[config.mk]
export PLATFORM = sky130hd
export DESIGN_NAME = lsu_rv32_flat
export DESIGN_NICKNAME = d
export VERILOG_FILES = /design/src/rtl/lsu_rv32_pkg.sv /design/src/rtl/lsu_rv32_if.sv /design/src/rtl/lsu_store_align.sv /design/src/rtl/lsu_rv32.sv /design/src/flat_wrapper.sv
export SDC_FILE = /design/constraint.sdc
export NUM_CORES = 1
export LEC_CHECK = 0
export ABC_AREA = 0
export BUFFER_PORTS_ARGS = -buffer_cell sky130_fd_sc_hd__buf_2
export CORE_AREA = 2 2 122 124
export DETAILED_ROUTE_END_ITERATION = 10
export DIE_AREA = 0 0 124 126
export GPL_ROUTABILITY_DRIVEN = 0
export GPL_TIMING_DRIVEN = 0
export SLEW_MARGIN = 20
export SYNTH_ARGS = -nofsm -noshare
export SYNTH_HDL_FRONTEND = slang
export SYNTH_SLANG_ARGS = --single-unit
[constraint.sdc]
create_clock -name clk -period 2.7 [get_ports clk]
set_clock_uncertainty 0.15 [all_clocks]
set_input_delay 0.54 -clock clk [delete_from_list [all_inputs] [get_ports clk]]
set_output_delay 0.54 -clock clk [all_outputs]
set_load 0.02 [all_outputs]
[src/rtl/lsu_rv32_pkg.sv]
// lsu_rv32_pkg: shared size encodings, FSM states, strobe constants and alignment helper
package lsu_rv32_pkg;
  typedef enum logic [1:0] {SZ_BYTE = 2'b00, SZ_HALF = 2'b01, SZ_WORD = 2'b10, SZ_ILL = 2'b11} size_e;
  typedef enum logic [1:0] {S_IDLE, S_ISSUE, S_WAIT, S_RESP} state_e;
  localparam logic [3:0] STRB_NONE = 4'b0000;
  localparam logic [3:0] STRB_BYTE = 4'b0001;
  localparam logic [3:0] STRB_HALF = 4'b0011;
  localparam logic [3:0] STRB_WORD = 4'b1111;
  function automatic logic is_aligned(input logic [1:0] size, input logic [1:0] off);
    return size == SZ_BYTE || (size == SZ_HALF && !off[0]) || (size == SZ_WORD && off == 2'b00);
  endfunction
endpackage

[src/rtl/lsu_rv32_if.sv]
// lsu_rv32_if: EXU request/response and memory bus signals of the load/store unit
interface lsu_rv32_if #(parameter int DATA_LEN = 32);
  logic                req_valid, req_ready, req_wen;
  logic [DATA_LEN-1:0] req_addr, req_wdata;
  logic [1:0]          req_size;
  logic                resp_valid, resp_err;
  logic [DATA_LEN-1:0] resp_rdata;
  logic                mem_valid, mem_ready, mem_wen;
  logic [DATA_LEN-1:0] mem_addr, mem_wdata;
  logic [3:0]          mem_wstrb;
  logic                mem_rvalid, mem_err;
  logic [DATA_LEN-1:0] mem_rdata;
  modport slave (
    input  req_valid, req_wen, req_addr, req_wdata, req_size, mem_ready, mem_rvalid, mem_rdata, mem_err,
    output req_ready, resp_valid, resp_rdata, resp_err, mem_valid, mem_wen, mem_addr, mem_wdata, mem_wstrb
  );
  modport master (
    output req_valid, req_wen, req_addr, req_wdata, req_size, mem_ready, mem_rvalid, mem_rdata, mem_err,
    input  req_ready, resp_valid, resp_rdata, resp_err, mem_valid, mem_wen, mem_addr, mem_wdata, mem_wstrb
  );
endinterface

[src/rtl/lsu_store_align.sv]
// lsu_store_align: replicates store data across byte lanes and builds the write strobes
module lsu_store_align import lsu_rv32_pkg::*; #(
  parameter int DATA_LEN = 32
) (
  input  logic                i_wen,
  input  logic [1:0]          i_size,
  input  logic [1:0]          i_off,
  input  logic [DATA_LEN-1:0] i_wdata,
  output logic [3:0]          o_wstrb,
  output logic [DATA_LEN-1:0] o_wdata
);
  assign o_wstrb = !i_wen ? STRB_NONE :
                   i_size == SZ_BYTE ? STRB_BYTE << i_off :
                   i_size == SZ_HALF ? STRB_HALF << i_off : STRB_WORD;
  assign o_wdata = i_size == SZ_BYTE ? {(DATA_LEN/8){i_wdata[7:0]}} :
                   i_size == SZ_HALF ? {(DATA_LEN/16){i_wdata[15:0]}} : i_wdata;
endmodule

[src/rtl/lsu_rv32.sv]
// lsu_rv32: RV32 load/store unit bridging EXU accesses onto a word-addressed valid/ready bus
module lsu_rv32 import lsu_rv32_pkg::*; #(
  parameter int DATA_LEN = 32,
  parameter int TIMEOUT  = 255
) (
  input logic       clk,
  input logic       rst,
  lsu_rv32_if.slave bus
);
  localparam int CW = $clog2(TIMEOUT + 1);
  state_e              r_state, w_next;
  logic                r_wen, r_err;
  logic [1:0]          r_size;
  logic [DATA_LEN-1:0] r_addr, r_wdata, r_rdata;
  logic [CW-1:0]       r_cnt;
  logic                w_ok, w_to;
  assign w_ok = is_aligned(bus.req_size, bus.req_addr[1:0]);
  assign w_to = r_cnt == CW'(TIMEOUT - 1);
  always_comb begin
    w_next = r_state;
    case (r_state)
      S_IDLE:  w_next = bus.req_valid ? (w_ok ? S_ISSUE : S_RESP) : S_IDLE;
      S_ISSUE: w_next = bus.mem_ready ? S_WAIT : S_ISSUE;
      S_WAIT:  w_next = (bus.mem_rvalid || w_to) ? S_RESP : S_WAIT;
      default: w_next = S_IDLE;
    endcase
  end
  always_ff @(posedge clk) begin
    if (rst) begin
      r_state <= S_IDLE;
      r_wen   <= 1'b0;
      r_size  <= 2'b00;
      r_addr  <= '0;
      r_wdata <= '0;
      r_rdata <= '0;
      r_err   <= 1'b0;
      r_cnt   <= '0;
    end else begin
      r_state <= w_next;
      if (r_state == S_IDLE && bus.req_valid) begin
        r_wen   <= bus.req_wen;
        r_size  <= bus.req_size;
        r_addr  <= bus.req_addr;
        r_wdata <= bus.req_wdata;
        if (!w_ok) begin
          r_err   <= 1'b1;
          r_rdata <= '0;
        end
      end
      if (r_state == S_ISSUE) r_cnt <= '0;
      // a response arriving on the timeout cycle still counts as a response
      if (r_state == S_WAIT) begin
        r_cnt <= r_cnt + 1'b1;
        if (bus.mem_rvalid) begin
          r_err   <= bus.mem_err;
          r_rdata <= (r_wen || bus.mem_err) ? '0 : bus.mem_rdata >> {r_addr[1:0], 3'b000};
        end else if (w_to) begin
          r_err   <= 1'b1;
          r_rdata <= '0;
        end
      end
    end
  end
  lsu_store_align #(.DATA_LEN(DATA_LEN)) u_align (
    .i_wen   (r_wen),
    .i_size  (r_size),
    .i_off   (r_addr[1:0]),
    .i_wdata (r_wdata),
    .o_wstrb (bus.mem_wstrb),
    .o_wdata (bus.mem_wdata)
  );
  assign bus.req_ready  = r_state == S_IDLE;
  assign bus.mem_valid  = r_state == S_ISSUE;
  assign bus.mem_wen    = r_wen;
  assign bus.mem_addr   = {r_addr[DATA_LEN-1:2], 2'b00};
  assign bus.resp_valid = r_state == S_RESP;
  assign bus.resp_rdata = r_rdata;
  assign bus.resp_err   = r_err;
endmodule

[src/flat_wrapper.sv]
// flat-port wrapper written by rule: the top's interface ports become plain ports
module lsu_rv32_flat import lsu_rv32_pkg::*;
#(
  parameter int DATA_LEN = 32,
  parameter int TIMEOUT  = 255
)
  (clk, rst, bus_req_valid, bus_req_wen, bus_req_addr, bus_req_wdata, bus_req_size, bus_mem_ready, bus_mem_rvalid, bus_mem_rdata, bus_mem_err, bus_req_ready, bus_resp_valid, bus_resp_rdata, bus_resp_err, bus_mem_valid, bus_mem_wen, bus_mem_addr, bus_mem_wdata, bus_mem_wstrb);
  lsu_rv32_if #(.DATA_LEN(DATA_LEN)) bus_i ();
  input logic clk;
  input logic rst;
  input wire logic [$bits(bus_i.req_valid)-1:0] bus_req_valid;
  input wire logic [$bits(bus_i.req_wen)-1:0] bus_req_wen;
  input wire logic [$bits(bus_i.req_addr)-1:0] bus_req_addr;
  input wire logic [$bits(bus_i.req_wdata)-1:0] bus_req_wdata;
  input wire logic [$bits(bus_i.req_size)-1:0] bus_req_size;
  input wire logic [$bits(bus_i.mem_ready)-1:0] bus_mem_ready;
  input wire logic [$bits(bus_i.mem_rvalid)-1:0] bus_mem_rvalid;
  input wire logic [$bits(bus_i.mem_rdata)-1:0] bus_mem_rdata;
  input wire logic [$bits(bus_i.mem_err)-1:0] bus_mem_err;
  output wire logic [$bits(bus_i.req_ready)-1:0] bus_req_ready;
  output wire logic [$bits(bus_i.resp_valid)-1:0] bus_resp_valid;
  output wire logic [$bits(bus_i.resp_rdata)-1:0] bus_resp_rdata;
  output wire logic [$bits(bus_i.resp_err)-1:0] bus_resp_err;
  output wire logic [$bits(bus_i.mem_valid)-1:0] bus_mem_valid;
  output wire logic [$bits(bus_i.mem_wen)-1:0] bus_mem_wen;
  output wire logic [$bits(bus_i.mem_addr)-1:0] bus_mem_addr;
  output wire logic [$bits(bus_i.mem_wdata)-1:0] bus_mem_wdata;
  output wire logic [$bits(bus_i.mem_wstrb)-1:0] bus_mem_wstrb;
  assign bus_i.req_valid = bus_req_valid;
  assign bus_i.req_wen = bus_req_wen;
  assign bus_i.req_addr = bus_req_addr;
  assign bus_i.req_wdata = bus_req_wdata;
  assign bus_i.req_size = bus_req_size;
  assign bus_i.mem_ready = bus_mem_ready;
  assign bus_i.mem_rvalid = bus_mem_rvalid;
  assign bus_i.mem_rdata = bus_mem_rdata;
  assign bus_i.mem_err = bus_mem_err;
  assign bus_req_ready = bus_i.req_ready;
  assign bus_resp_valid = bus_i.resp_valid;
  assign bus_resp_rdata = bus_i.resp_rdata;
  assign bus_resp_err = bus_i.resp_err;
  assign bus_mem_valid = bus_i.mem_valid;
  assign bus_mem_wen = bus_i.mem_wen;
  assign bus_mem_addr = bus_i.mem_addr;
  assign bus_mem_wdata = bus_i.mem_wdata;
  assign bus_mem_wstrb = bus_i.mem_wstrb;
  lsu_rv32 #(.DATA_LEN(DATA_LEN), .TIMEOUT(TIMEOUT)) u_core (.clk(clk), .rst(rst), .bus(bus_i));
endmodule
==> run summary, run 1 <==
outcome: completed
CP bufs+invs: 3
max-capacitance violation count: 0
category of the most critical setup path: reg2out
area of the core: 14300 sq um
count of state elements after synthesis: 110
M3 GR Usage: 3.44%
die outline width: 124 um
placed instance count: 1017
PnR worst setup slack: 0.142 ns
synthesized instance count: 626
highest attainable clock frequency: 391 MHz
cell row count: 44
detailed-placement wirelength estimate: 12200 um
PD cells: 620 nW/um^2
part of the total power dissipated in sequential elements: 42.0%
share of total power in the clock network: 33.7%
worst slack, placed: 0.0944 ns
ports placed on the boundary: 210
post-synthesis to final-layout area growth: 30.2%
chip height: 126 um
startpoint types: register
CP max stage delay: 0.38 ns
drt drc: 0
internal power: 3.00 mW
standard cell with the maximum stage delay on the critical path: sky130_fd_sc_hd__dfxtp_2
fraction of layout cells with a size suffix above 1: 37.9%
net switching share of the total power: 30.5%
Port-buffer cells: 206
DR pass1 iterations: 4
clock slew at the register clock pins of the worst setup and hold paths: 0.07 ns
first-pass GRT wire length: 24800 um
worst hold path class: in2reg
combinational share of power: 24.3%
P_sw: 1.32 mW
shortest period the worst path allows: 2.56 ns
antenna violations before repair: 0
starting utilization of the core area: 37.4%
root cell of the clock tree: sky130_fd_sc_hd__clkbuf_16
number of buffers added by the clock tree synthesis step: 9
Final Cycle Share: 94.7%
Req. time, crit path: 2.01 ns
critical path endpoint category: output pin
gr usage total: 20.5%
Inserted Diodes: 0
remaining max-slew budget at the tightest pin: 56.9%
Critical Path AT: 1.87 ns
cell taking the most area after synthesis: sky130_fd_sc_hd__dfxtp_1
prevailing post-synth register cell: sky130_fd_sc_hd__dfxtp_1
Max Root-Sink Buffers: 2
unrepaired setup endpoints after global routing: false
placed instance area: 6620 sq um
top fanout value on the critical path: 10
routing layer with the top usage in global route: met2
final wirelength: 16200 um
cell family contributing the most delay on the critical path: buffers and inverters
area of all placed cells without fillers: 6970 sq um
commonest non-fill, non-tap cell in the layout: sky130_fd_sc_hd__buf_2
# H-tree levels: 3
Final Hold Slack: 0.274 ns
commonest non-fill, non-tap cells in the layout: sky130_fd_sc_hd__buf_2, sky130_fd_sc_hd__nand2_1, sky130_fd_sc_hd__dfxtp_1
CTS tree: built
overall power of the completed layout: 4.32 mW
Leak: 3.15 nW
number of filler instances in the final layout: 1469
DR iter-0 viols: 295
Slew @ Worst Pin: 0.643 ns
Yosys warnings: 0
area enclosed by the die boundary: 15600 sq um
number of global-route vias before repair: 4712
post-synthesis async set-or-reset flop share: 0%
max-slew violations: 0
number of hold violations in the final report: 0
top cells by area in the synthesized netlist: sky130_fd_sc_hd__dfxtp_1, sky130_fd_sc_hd__nand2_1, sky130_fd_sc_hd__a21oi_1
cells along the critical path: buf_12 > clkinv_4 > ha_1 > mux2_2 > o21a_1 > buf_2
pin count of the biggest net entering global routing: 18
total of endpoints with negative setup slack in the final report: 0
clock network latency to the later pin of the worst-skew pair: 0.35 ns
Clock Sinks: 110
mean cell area of the mapped netlist: 8.55 sq um
fin cells: 1033
Antenna Violating Nets Remaining: 0
Total Neg Setup Slack: 0 ns
met1 global-route usage: 28.7%
net count of the finished layout: 959
met2 Usage GRT: 31.2%
count of flip-flops with a built-in enable after synthesis: 0
number of different library cells in the post-synthesis netlist: 41
maximum VDD drop: 0.000256 V
synthesized cell area: 5350 sq um
Yosys top cell area share: 41.2%
WL/cell: 15.7 um
number of vias after detailed routing: 5117
sequential element share of the synthesized area: 41.2%
final core occ: 48.7%
detailed-route vias per instance: 4.95
remaining global-route overflow: 0
[worst paths after layout]
| kind | startpoint | to | slack, ns | depth (start not counted) |
|---|---|---|---|---|
| max reg2reg | u_core.r_state[1]$_SDFF_PP0_ | u_core.bus.resp_rdata[24]$_SDFF_PP0_ | 0.53 | 6 |
| max | u_core.r_addr[0]$_SDFFE_PP0N_ | bus_mem_wstrb[2] | 0.14 | 6 |
| min reg2reg | u_core.r_addr[30]$_SDFFE_PP0N_ | u_core.r_addr[30]$_SDFFE_PP0N_ | 0.30 | 2 |
| min | bus_req_wdata[24] | u_core.r_wdata[24]$_SDFFE_PP0N_ | 0.27 | 3 |
[tightest hold or removal path, cell delays in order]
cell                      delay [ns]
sky130_fd_sc_hd__buf_2          0.09
sky130_fd_sc_hd__nand2_1        0.04
sky130_fd_sc_hd__a21oi_1        0.05
[sequential cells by signal, indices dropped and copies added, names as in the netlist]
name and count:
u_core.bus.mem_wen 1, u_core.r_addr 32, u_core.r_size 2, u_core.r_cnt 8, u_core.r_state 2, u_core.r_wdata 32, u_core.bus.resp_err 1, u_core.bus.resp_rdata 32
[kinds of logic after synthesis]
logic type,Yosys count,synth area share [%]
buffers and inverters,110,11.1
flip-flops,110,41.2
XOR/XNOR,4,0.655
AO/OA/AOI/OAI,142,16.8
other,1,0.0701
multiplexers,49,11.6
AND/OR/NAND/NOR,200,16.3
adder cells (fa/ha/maj),10,2.34
[power by group through the flow]
| stage | Combinational (mW) | Clock (mW) | Sequential (mW) |
|---|---|---|---|
| floorplan | 0.693 | 0 | 1.85 |
| global placement | 1.04 | 0 | 1.85 |
| detailed placement | 1.05 | 0 | 1.85 |
| CTS | 1.05 | 1.49 | 1.81 |
| global route | 1.15 | 1.56 | 1.83 |
| finish | 1.05 | 1.46 | 1.82 |
[repair_timing]
item,CTS,global route
endpoints found under the setup margin,3,1
hold endpoints to repair,0,0
resized for setup,5,5
hold buffers,0,0
buffers inserted,0,0
[cells in the mapped netlist, types with 3 or more instances]
| library cell | n |
|---|---|
| sky130_fd_sc_hd__o31a_1 | 3 |
| sky130_fd_sc_hd__mux2_2 | 25 |
| sky130_fd_sc_hd__o2111ai_1 | 8 |
| sky130_fd_sc_hd__mux2i_1 | 16 |
| sky130_fd_sc_hd__buf_1 | 6 |
| sky130_fd_sc_hd__mux4_2 | 8 |
| sky130_fd_sc_hd__nor2_1 | 12 |
| sky130_fd_sc_hd__clkbuf_1 | 21 |
| sky130_fd_sc_hd__nand3_1 | 19 |
| sky130_fd_sc_hd__inv_1 | 22 |
| sky130_fd_sc_hd__a22oi_1 | 8 |
| sky130_fd_sc_hd__o21a_1 | 4 |
| sky130_fd_sc_hd__dfxtp_1 | 110 |
| sky130_fd_sc_hd__nand4_1 | 10 |
| sky130_fd_sc_hd__o21ai_0 | 10 |
| sky130_fd_sc_hd__xor2_1 | 3 |
| sky130_fd_sc_hd__o41ai_1 | 16 |
| sky130_fd_sc_hd__buf_2 | 16 |
| sky130_fd_sc_hd__nand2_1 | 145 |
| sky130_fd_sc_hd__buf_4 | 43 |
| sky130_fd_sc_hd__o22ai_1 | 8 |
| sky130_fd_sc_hd__o32ai_1 | 8 |
| sky130_fd_sc_hd__a21oi_1 | 73 |
| sky130_fd_sc_hd__ha_1 | 10 |
[layout make-up]
type	instances	area (sq um)	area share [%]
Inverter	24	95.1	1.36
Buffer	86	524	7.52
Timing Repair Buffer	206	1030	14.8
Clock inverter	4	77.6	1.11
Sequential cell	110	2200	31.6
Tap cell	184	230	3.30
Clock buffer	12	246	3.54
Multi-Input combinational cell	407	2560	36.7
[routing by layer]
layer / vias to the layer above / part of all wire (%) / routed length (um)
met5: - / 0 / 0
met4: 0 / 2.8 / 462
met3: 30 / 6.6 / 1080
met2: 174 / 46 / 7460
met1: 2334 / 45 / 7220
li1: 2579 / - / -
Power figures use the tool's default switching activity.
==> run 2: changes to the inputs <==
--- a/config.mk
+++ b/config.mk
@@ -7,9 +7,9 @@
 export LEC_CHECK = 0
 export ABC_AREA = 0
 export BUFFER_PORTS_ARGS = -buffer_cell sky130_fd_sc_hd__buf_2
-export CORE_AREA = 2 2 122 124
+export CORE_AREA = 5 5 125 127
 export DETAILED_ROUTE_END_ITERATION = 10
-export DIE_AREA = 0 0 124 126
+export DIE_AREA = 0 0 130 132
 export GPL_ROUTABILITY_DRIVEN = 0
 export GPL_TIMING_DRIVEN = 0
 export SLEW_MARGIN = 20
==> constraint.sdc (replaced) <==
create_clock -name clk -period 2.7 [get_ports clk]
set_clock_uncertainty 0.15 [all_clocks]
set_input_delay 0.405 -clock clk [delete_from_list [all_inputs] [get_ports clk]]
set_output_delay 0.405 -clock clk [all_outputs]
set_load 0.02 [all_outputs]
==> run 2 against run 1 <==
Net effect:
- cell area shrank 0.77%
- worst setup slack gained 0.0083 ns
- power shrank 2.9%
- sequential cell count is the same
- first-iteration DRC count shrank 14%
- sequential power is essentially flat
- non-clock buffer count is the same
- register-to-register slack gained 0.08 ns
- critical endpoint unchanged
- largest power group unchanged
- highest routed layer unchanged
==> run summary, run 2 (same netlist as run 1, synthesis figures left out) <==
outcome: completed
critical path endpoint category: output pin
overall power of the completed layout: 4.19 mW (-2.9%)
CP bufs+invs: 3 (unchanged)
CP max stage delay: 0.42 ns (+0.04 ns)
chip height: 132 um (+4.8%)
area enclosed by the die boundary: 17200 sq um (+9.8%)
ports placed on the boundary: 210 (unchanged)
number of filler instances in the final layout: 1479 (+0.68%)
remaining global-route overflow: 0 (unchanged)
total of endpoints with negative setup slack in the final report: 0 (unchanged)
worst hold path class: in2reg
first-pass GRT wire length: 26100 um (+5.1%)
area of the core: 14300 sq um (unchanged)
die outline width: 130 um (+4.8%)
standard cell with the maximum stage delay on the critical path: sky130_fd_sc_hd__dfxtp_1
shortest period the worst path allows: 2.55 ns (-0.00825 ns)
Final Cycle Share: 94.4% (-0.31 points)
critical register-to-register path startpoint: u_core.r_state[0]$_SDFF_PP0_
startpoint types: register
number of hold violations in the final report: 0 (unchanged)
gr usage total: 19.1% (-1.4 points)
antenna violations before repair: 0 (unchanged)
Crit. path cell count: 6 (unchanged)
Antenna Violating Nets Remaining: 0 (unchanged)
DR iter-0 viols: 255 (-14%)
CTS tree: built
Leak: 3.13 nW (-0.59%)
detailed-placement wirelength estimate: 12800 um (+4.7%)
clock slew at the register clock pins of the worst setup and hold paths: 0.07 ns (about the same)
fin cells: 1031 (-0.19%)
number of cells traversed by the worst hold path: 3 (unchanged)
max-slew violations: 0 (unchanged)
Req. time, crit path: 2.14 ns (+0.13 ns)
Clock Sinks: 110 (unchanged)
number of buffers added by the clock tree synthesis step: 9 (unchanged)
Max Root-Sink Buffers: 2 (unchanged)
drt drc: 0 (unchanged)
PD cells: 607 nW/um^2 (-2.2%)
area of all placed cells without fillers: 6910 sq um (-0.77%)
top fanout value on the critical path: 10 (unchanged)
flop2flop setup slack: 0.61 ns (+0.08 ns)
# H-tree levels: 3 (unchanged)
root cell of the clock tree: sky130_fd_sc_hd__clkbuf_16
number of vias after detailed routing: 5133 (+0.31%)
unrepaired setup endpoints after global routing: false
Slew @ Worst Pin: 0.627 ns (-0.0163 ns)
number of global-route vias before repair: 4838 (+2.7%)
post-synthesis to final-layout area growth: 29.2%
count of hold-fix buffers inserted at cts: 0 (unchanged)
commonest non-fill, non-tap cells in the layout: sky130_fd_sc_hd__buf_2, sky130_fd_sc_hd__nand2_1, sky130_fd_sc_hd__dfxtp_1
WL/cell: 16.4 um (+4.2%)
cell family contributing the most delay on the critical path: buffers and inverters
post-CTS setup buffers: 0 (unchanged)
cell row count: 44 (unchanged)
commonest non-fill, non-tap cell in the layout: sky130_fd_sc_hd__buf_2
cells along the critical path: clkbuf_4 > inv_1 > ha_1 > mux2_2 > o21a_1 > buf_2
Resized Gates After CTS: 1 (-4)
Inserted Diodes: 0 (unchanged)
highest attainable clock frequency: 392 MHz (+0.32%)
Total Neg Setup Slack: 0 ns (unchanged)
capture endpoint of the worst hold path: u_core.r_addr[2]$_SDFFE_PP0N_
maximum VDD drop: 0.000308 V (+20%)
placed instance count: 1017 (unchanged)
pin count of the biggest net entering global routing: 17 (-1)
remaining max-slew budget at the tightest pin: 58.1% (+1.2 points)
Final Hold Slack: 0.136 ns (-0.137 ns)
category of the most critical setup path: reg2out
clock network latency to the later pin of the worst-skew pair: 0.35 ns (about the same)
max-capacitance violation count: 0 (unchanged)
final wirelength: 16900 um (+4.0%)
Critical Path AT: 1.99 ns (+0.12 ns)
hold path startpoint: bus_req_addr[2]
starting utilization of the core area: 37.4% (unchanged)
fraction of layout cells with a size suffix above 1: 37.8% (-0.15 points)
Worst Reg-to-Reg Cells: 6 (unchanged)
placed instance area: 6620 sq um (unchanged)
DR pass1 iterations: 5 (+1)
Port-buffer cells: 206 (unchanged)
net count of the finished layout: 959 (unchanged)
endpoint of the worst register-to-register path: u_core.bus.resp_rdata[28]$_SDFF_PP0_
detailed-route vias per instance: 4.98 (+0.51%)
[run 2: cell types whose count changed in the layout (fill, tap and decap cells not counted), sizes merged]
cell / delta
buf: -2
clkinv: +1
bufinv: -1
[run 2: how the worst max path moves through the flow]
stage,from,slack (ns),to
after floorplan,u_core.r_addr[0]$_SDFFE_PP0N_,0.57,bus_mem_wstrb[2]
after global placement,u_core.r_addr[0]$_SDFFE_PP0N_,0.24,bus_mem_wstrb[2]
after detailed placement,u_core.r_addr[0]$_SDFFE_PP0N_,0.23,bus_mem_wstrb[2]
after CTS,u_core.r_addr[0]$_SDFFE_PP0N_,0.02,bus_mem_wstrb[2]
after global routing,u_core.r_addr[1]$_SDFFE_PP0N_,0.02,bus_mem_wstrb[2]
final,u_core.r_addr[1]$_SDFFE_PP0N_,0.15,bus_mem_wstrb[2]
[run 2: area by class of cell]
class | instances | area [sq um] | share of cell area, %
sequential | 110 | 2200 | 31.8
inverter | 24 | 92.6 | 1.34
buffer | 86 | 512 | 7.40
clock inverter | 4 | 48.8 | 0.706
tap | 184 | 230 | 3.33
clock buffer | 10 | 239 | 3.46
timing repair buffer | 206 | 1030 | 14.9
multi-input combinational | 407 | 2560 | 37.0
[run 2: per-stage QoR]
stage	setup WS [ns]	utilization, %
after floorplan	0.568	-
after global placement	0.240	46.2
after detailed placement	0.228	46.2
after CTS	0.0200	48.2
after global routing	0.0207	48.3
final	0.151	48.3
[run 2: worst reg2reg max path: cells and delay by family (launching register included)]
family	cells	cell delay, ns
fa+ha+maj	1	0.18
buf+inv	2	0.44
compound gates	1	0.10
flops	1	0.33
simple gates	2	0.75
[run 2: where the power goes]
| group | switching (mW) | leakage (nW) | internal (mW) |
|---|---|---|---|
| Combinational | 0.630 | 2.09 | 0.418 |
| Sequential | 0.0790 | 0.897 | 1.73 |
| Clock | 0.600 | 0.144 | 0.734 |
| Total | 1.31 | 3.13 | 2.89 |
[run 2: per-layer routing]
metal | share of wire [%] | GRT usage [%] | wire [um] | up-vias
met1 | 45 | 26.4 | 7570 | 2363
met4 | 3.0 | 8.31 | 514 | 0
met2 | 46 | 28.9 | 7730 | 168
li1 | - | - | - | 2570
met3 | 6.2 | 3.53 | 1050 | 32
met5 | 0 | 0 | 0 | -
==> run 3: changes to the inputs <==
--- a/config.mk
+++ b/config.mk
@@ -6,10 +6,10 @@
 export NUM_CORES = 1
 export LEC_CHECK = 0
 export ABC_AREA = 0
-export BUFFER_PORTS_ARGS = -buffer_cell sky130_fd_sc_hd__buf_2
 export CORE_AREA = 5 5 125 127
 export DETAILED_ROUTE_END_ITERATION = 10
 export DIE_AREA = 0 0 130 132
+export DONT_BUFFER_PORTS = 1
 export GPL_ROUTABILITY_DRIVEN = 0
 export GPL_TIMING_DRIVEN = 0
 export SLEW_MARGIN = 20
==> run 3 against run 2 <==
Net effect:
- hold slack worse by 0.11 ns
- worst setup slack improved by 0.027 ns
- sequential share of layout area increased by 5.5 points
- register-to-register slack got worse by 0.34 ns
- cell count is 20% lower
- sequential cell count unchanged
- critical path type unchanged
==> run summary, run 3 (same netlist as run 1, synthesis figures left out) <==
combinational share of power: 21.1% (-3.9 points)
hold path startpoint: bus_req_wdata[1]
placed instance count: 811 (-20%)
root cell of the clock tree: sky130_fd_sc_hd__clkbuf_16
starting utilization of the core area: 37.4% (unchanged)
critical path endpoint category: output pin
number of hold violations in the final report: 0 (unchanged)
clock slew at the register clock pins of the worst setup and hold paths: 0.08 ns (about the same)
critical register-to-register path startpoint: u_core.r_state[0]$_SDFF_PP0_
remaining max-slew budget at the tightest pin: 47.3% (-11 points)
internal power: 2.76 mW (-4.3%)
commonest non-fill, non-tap cells in the layout: sky130_fd_sc_hd__nand2_1, sky130_fd_sc_hd__dfxtp_1, sky130_fd_sc_hd__a21oi_1
# H-tree levels: 3 (unchanged)
outcome: completed
cells along the critical path: buf_6 > clkinv_2 > ha_1 > mux2_2 > o21a_1
remaining global-route overflow: 0 (unchanged)
post-synthesis to final-layout area growth: 10.1%
P_sw: 1.29 mW (-1.8%)
Critical Path AT: 1.97 ns (-0.02 ns)
cell family contributing the most delay on the critical path: flip-flops
max-slew violations: 0 (unchanged)
Final Cycle Share: 93.4% (-0.99 points)
post-CTS setup buffers: 0 (unchanged)
CP bufs+invs: 2 (-1)
chip height: 132 um (unchanged)
part of the total power dissipated in sequential elements: 45.4% (+2.2 points)
net switching share of the total power: 31.8% (+0.57 points)
PnR worst setup slack: 0.177 ns (+0.0268 ns)
final core occ: 41.2% (-7.2 points)
ports placed on the boundary: 210 (unchanged)
category of the most critical setup path: reg2out
share of total power in the clock network: 33.5% (+1.7 points)
commonest non-fill, non-tap cell in the layout: sky130_fd_sc_hd__nand2_1
gr usage total: 18.2% (-0.88 points)
pin count of the biggest net entering global routing: 19 (+2)
M3 GR Usage: 5.11% (+1.6 points)
area enclosed by the die boundary: 17200 sq um (unchanged)
DR pass1 iterations: 4 (-1)
antenna violations before repair: 1 (+1)
Slew @ Worst Pin: 0.782 ns (+0.155 ns)
maximum VDD drop: 0.000237 V (-23%)
worst slack, placed: 0.260 ns (+0.0322 ns)
detailed-route vias per instance: 5.43 (+9.0%)
unrepaired setup endpoints after global routing: false
startpoint types: register
shortest period the worst path allows: 2.52 ns (-0.0268 ns)
Final Hold Slack: 0.0293 ns (-0.107 ns)
first-pass GRT wire length: 24400 um (-6.2%)
placed instance area: 5590 sq um (-16%)
fin cells: 828 (-20%)
number of buffers added by the clock tree synthesis step: 9 (unchanged)
Clock Sinks: 110 (unchanged)
area of the core: 14300 sq um (unchanged)
met2 Usage GRT: 29.5% (+0.54 points)
met1 global-route usage: 22.5% (-3.9 points)
max-capacitance violation count: 0 (unchanged)
fraction of layout cells with a size suffix above 1: 18.0% (-20 points)
net count of the finished layout: 753 (-21%)
standard cell with the maximum stage delay on the critical path: sky130_fd_sc_hd__dfxtp_1
Req. time, crit path: 2.14 ns (about the same)
WL/cell: 19.5 um (+19%)
Max Root-Sink Buffers: 2 (unchanged)
overall power of the completed layout: 4.05 mW (-3.5%)
DR iter-0 viols: 280 (+9.8%)
Port-buffer cells: 0 (-100%)
top fanout value on the critical path: 10 (unchanged)
clock network latency to the later pin of the worst-skew pair: 0.35 ns (about the same)
highest attainable clock frequency: 396 MHz (+1.1%)
die outline width: 130 um (unchanged)
routing layer with the top usage in global route: met2
total of endpoints with negative setup slack in the final report: 0 (unchanged)
CTS tree: built
drt drc: 0 (unchanged)
area of all placed cells without fillers: 5890 sq um (-15%)
CP max stage delay: 0.40 ns (-0.02 ns)
number of global-route vias before repair: 4366 (-9.8%)
final wirelength: 16200 um (-4.1%)
Leak: 2.18 nW (-30%)
Antenna Violating Nets Remaining: 0 (unchanged)
worst hold path class: in2reg
cell row count: 44 (unchanged)
number of vias after detailed routing: 4492 (-12%)
Setup crit start: u_core.r_addr[0]$_SDFFE_PP0N_
Total Neg Setup Slack: 0 ns (unchanged)
detailed-placement wirelength estimate: 12600 um (-1.4%)
PD cells: 687 nW/um^2 (+13%)
[run 3: cell count changes in the layout (fill, tap and decap cells not counted)]
cell	previous run	this run
sky130_fd_sc_hd__inv_4	1	0
sky130_fd_sc_hd__clkinv_2	2	4
sky130_fd_sc_hd__clkinv_4	1	0
sky130_fd_sc_hd__inv_6	0	3
sky130_fd_sc_hd__diode_2	0	1
sky130_fd_sc_hd__clkbuf_4	1	0
sky130_fd_sc_hd__clkbuf_8	1	0
sky130_fd_sc_hd__buf_2	221	16
[run 3: cell type report]
cell class / count / area [sq um]
antenna: 1 / 2.50
buffer: 86 / 509
clock buffer: 9 / 225
clock inverter: 7 / 71.3
fill: 1434 / 8420
inverter: 24 / 91.3
multi-input combinational: 407 / 2560
sequential: 110 / 2200
tap: 184 / 230
[run 3: worst reg2reg max path: stages, from the launching register on]
cell and delay [ns]:
sky130_fd_sc_hd__dfxtp_1 0.33, sky130_fd_sc_hd__inv_1 0.09, sky130_fd_sc_hd__ha_1 0.33, sky130_fd_sc_hd__nand2_1 0.26, sky130_fd_sc_hd__nor3_2 0.65, sky130_fd_sc_hd__buf_2 0.36
sky130_fd_sc_hd__o32ai_1 0.13
[run 3: power groups by stage]
stage / logic [mW] / clock network, mW / registers, mW
6_report: 0.855 / 1.35 / 1.84
5_1_grt: 0.933 / 1.47 / 1.85
2_1_floorplan: 0.693 / 0 / 1.85
3_3_place_gp: 0.840 / 0 / 1.87
4_1_cts: 0.859 / 1.40 / 1.84
3_5_place_dp: 0.857 / 0 / 1.87
[run 3: what timing repair did]
item,in CTS,in global routing
setup endpoints to repair,1,9
hold buffers,0,0
resized for setup,1,2
[run 3: worst paths after layout]
kind / slack, ns / cells after the start / end
max: 0.18 / 5 / bus_mem_wstrb[2]
min: 0.03 / 2 / u_core.r_wdata[1]$_SDFFE_PP0N_
max reg2reg: 0.27 / 6 / u_core.bus.resp_rdata[18]$_SDFF_PP0_
min reg2reg: 0.31 / 2 / u_core.r_addr[24]$_SDFFE_PP0N_
[run 3: routing by layer]
layer / wire length [um] / share of wire (%)
met1: 6680 / 41
met2: 7690 / 48
met3: 1360 / 8.4
met4: 442 / 2.7
met5: 0 / 0
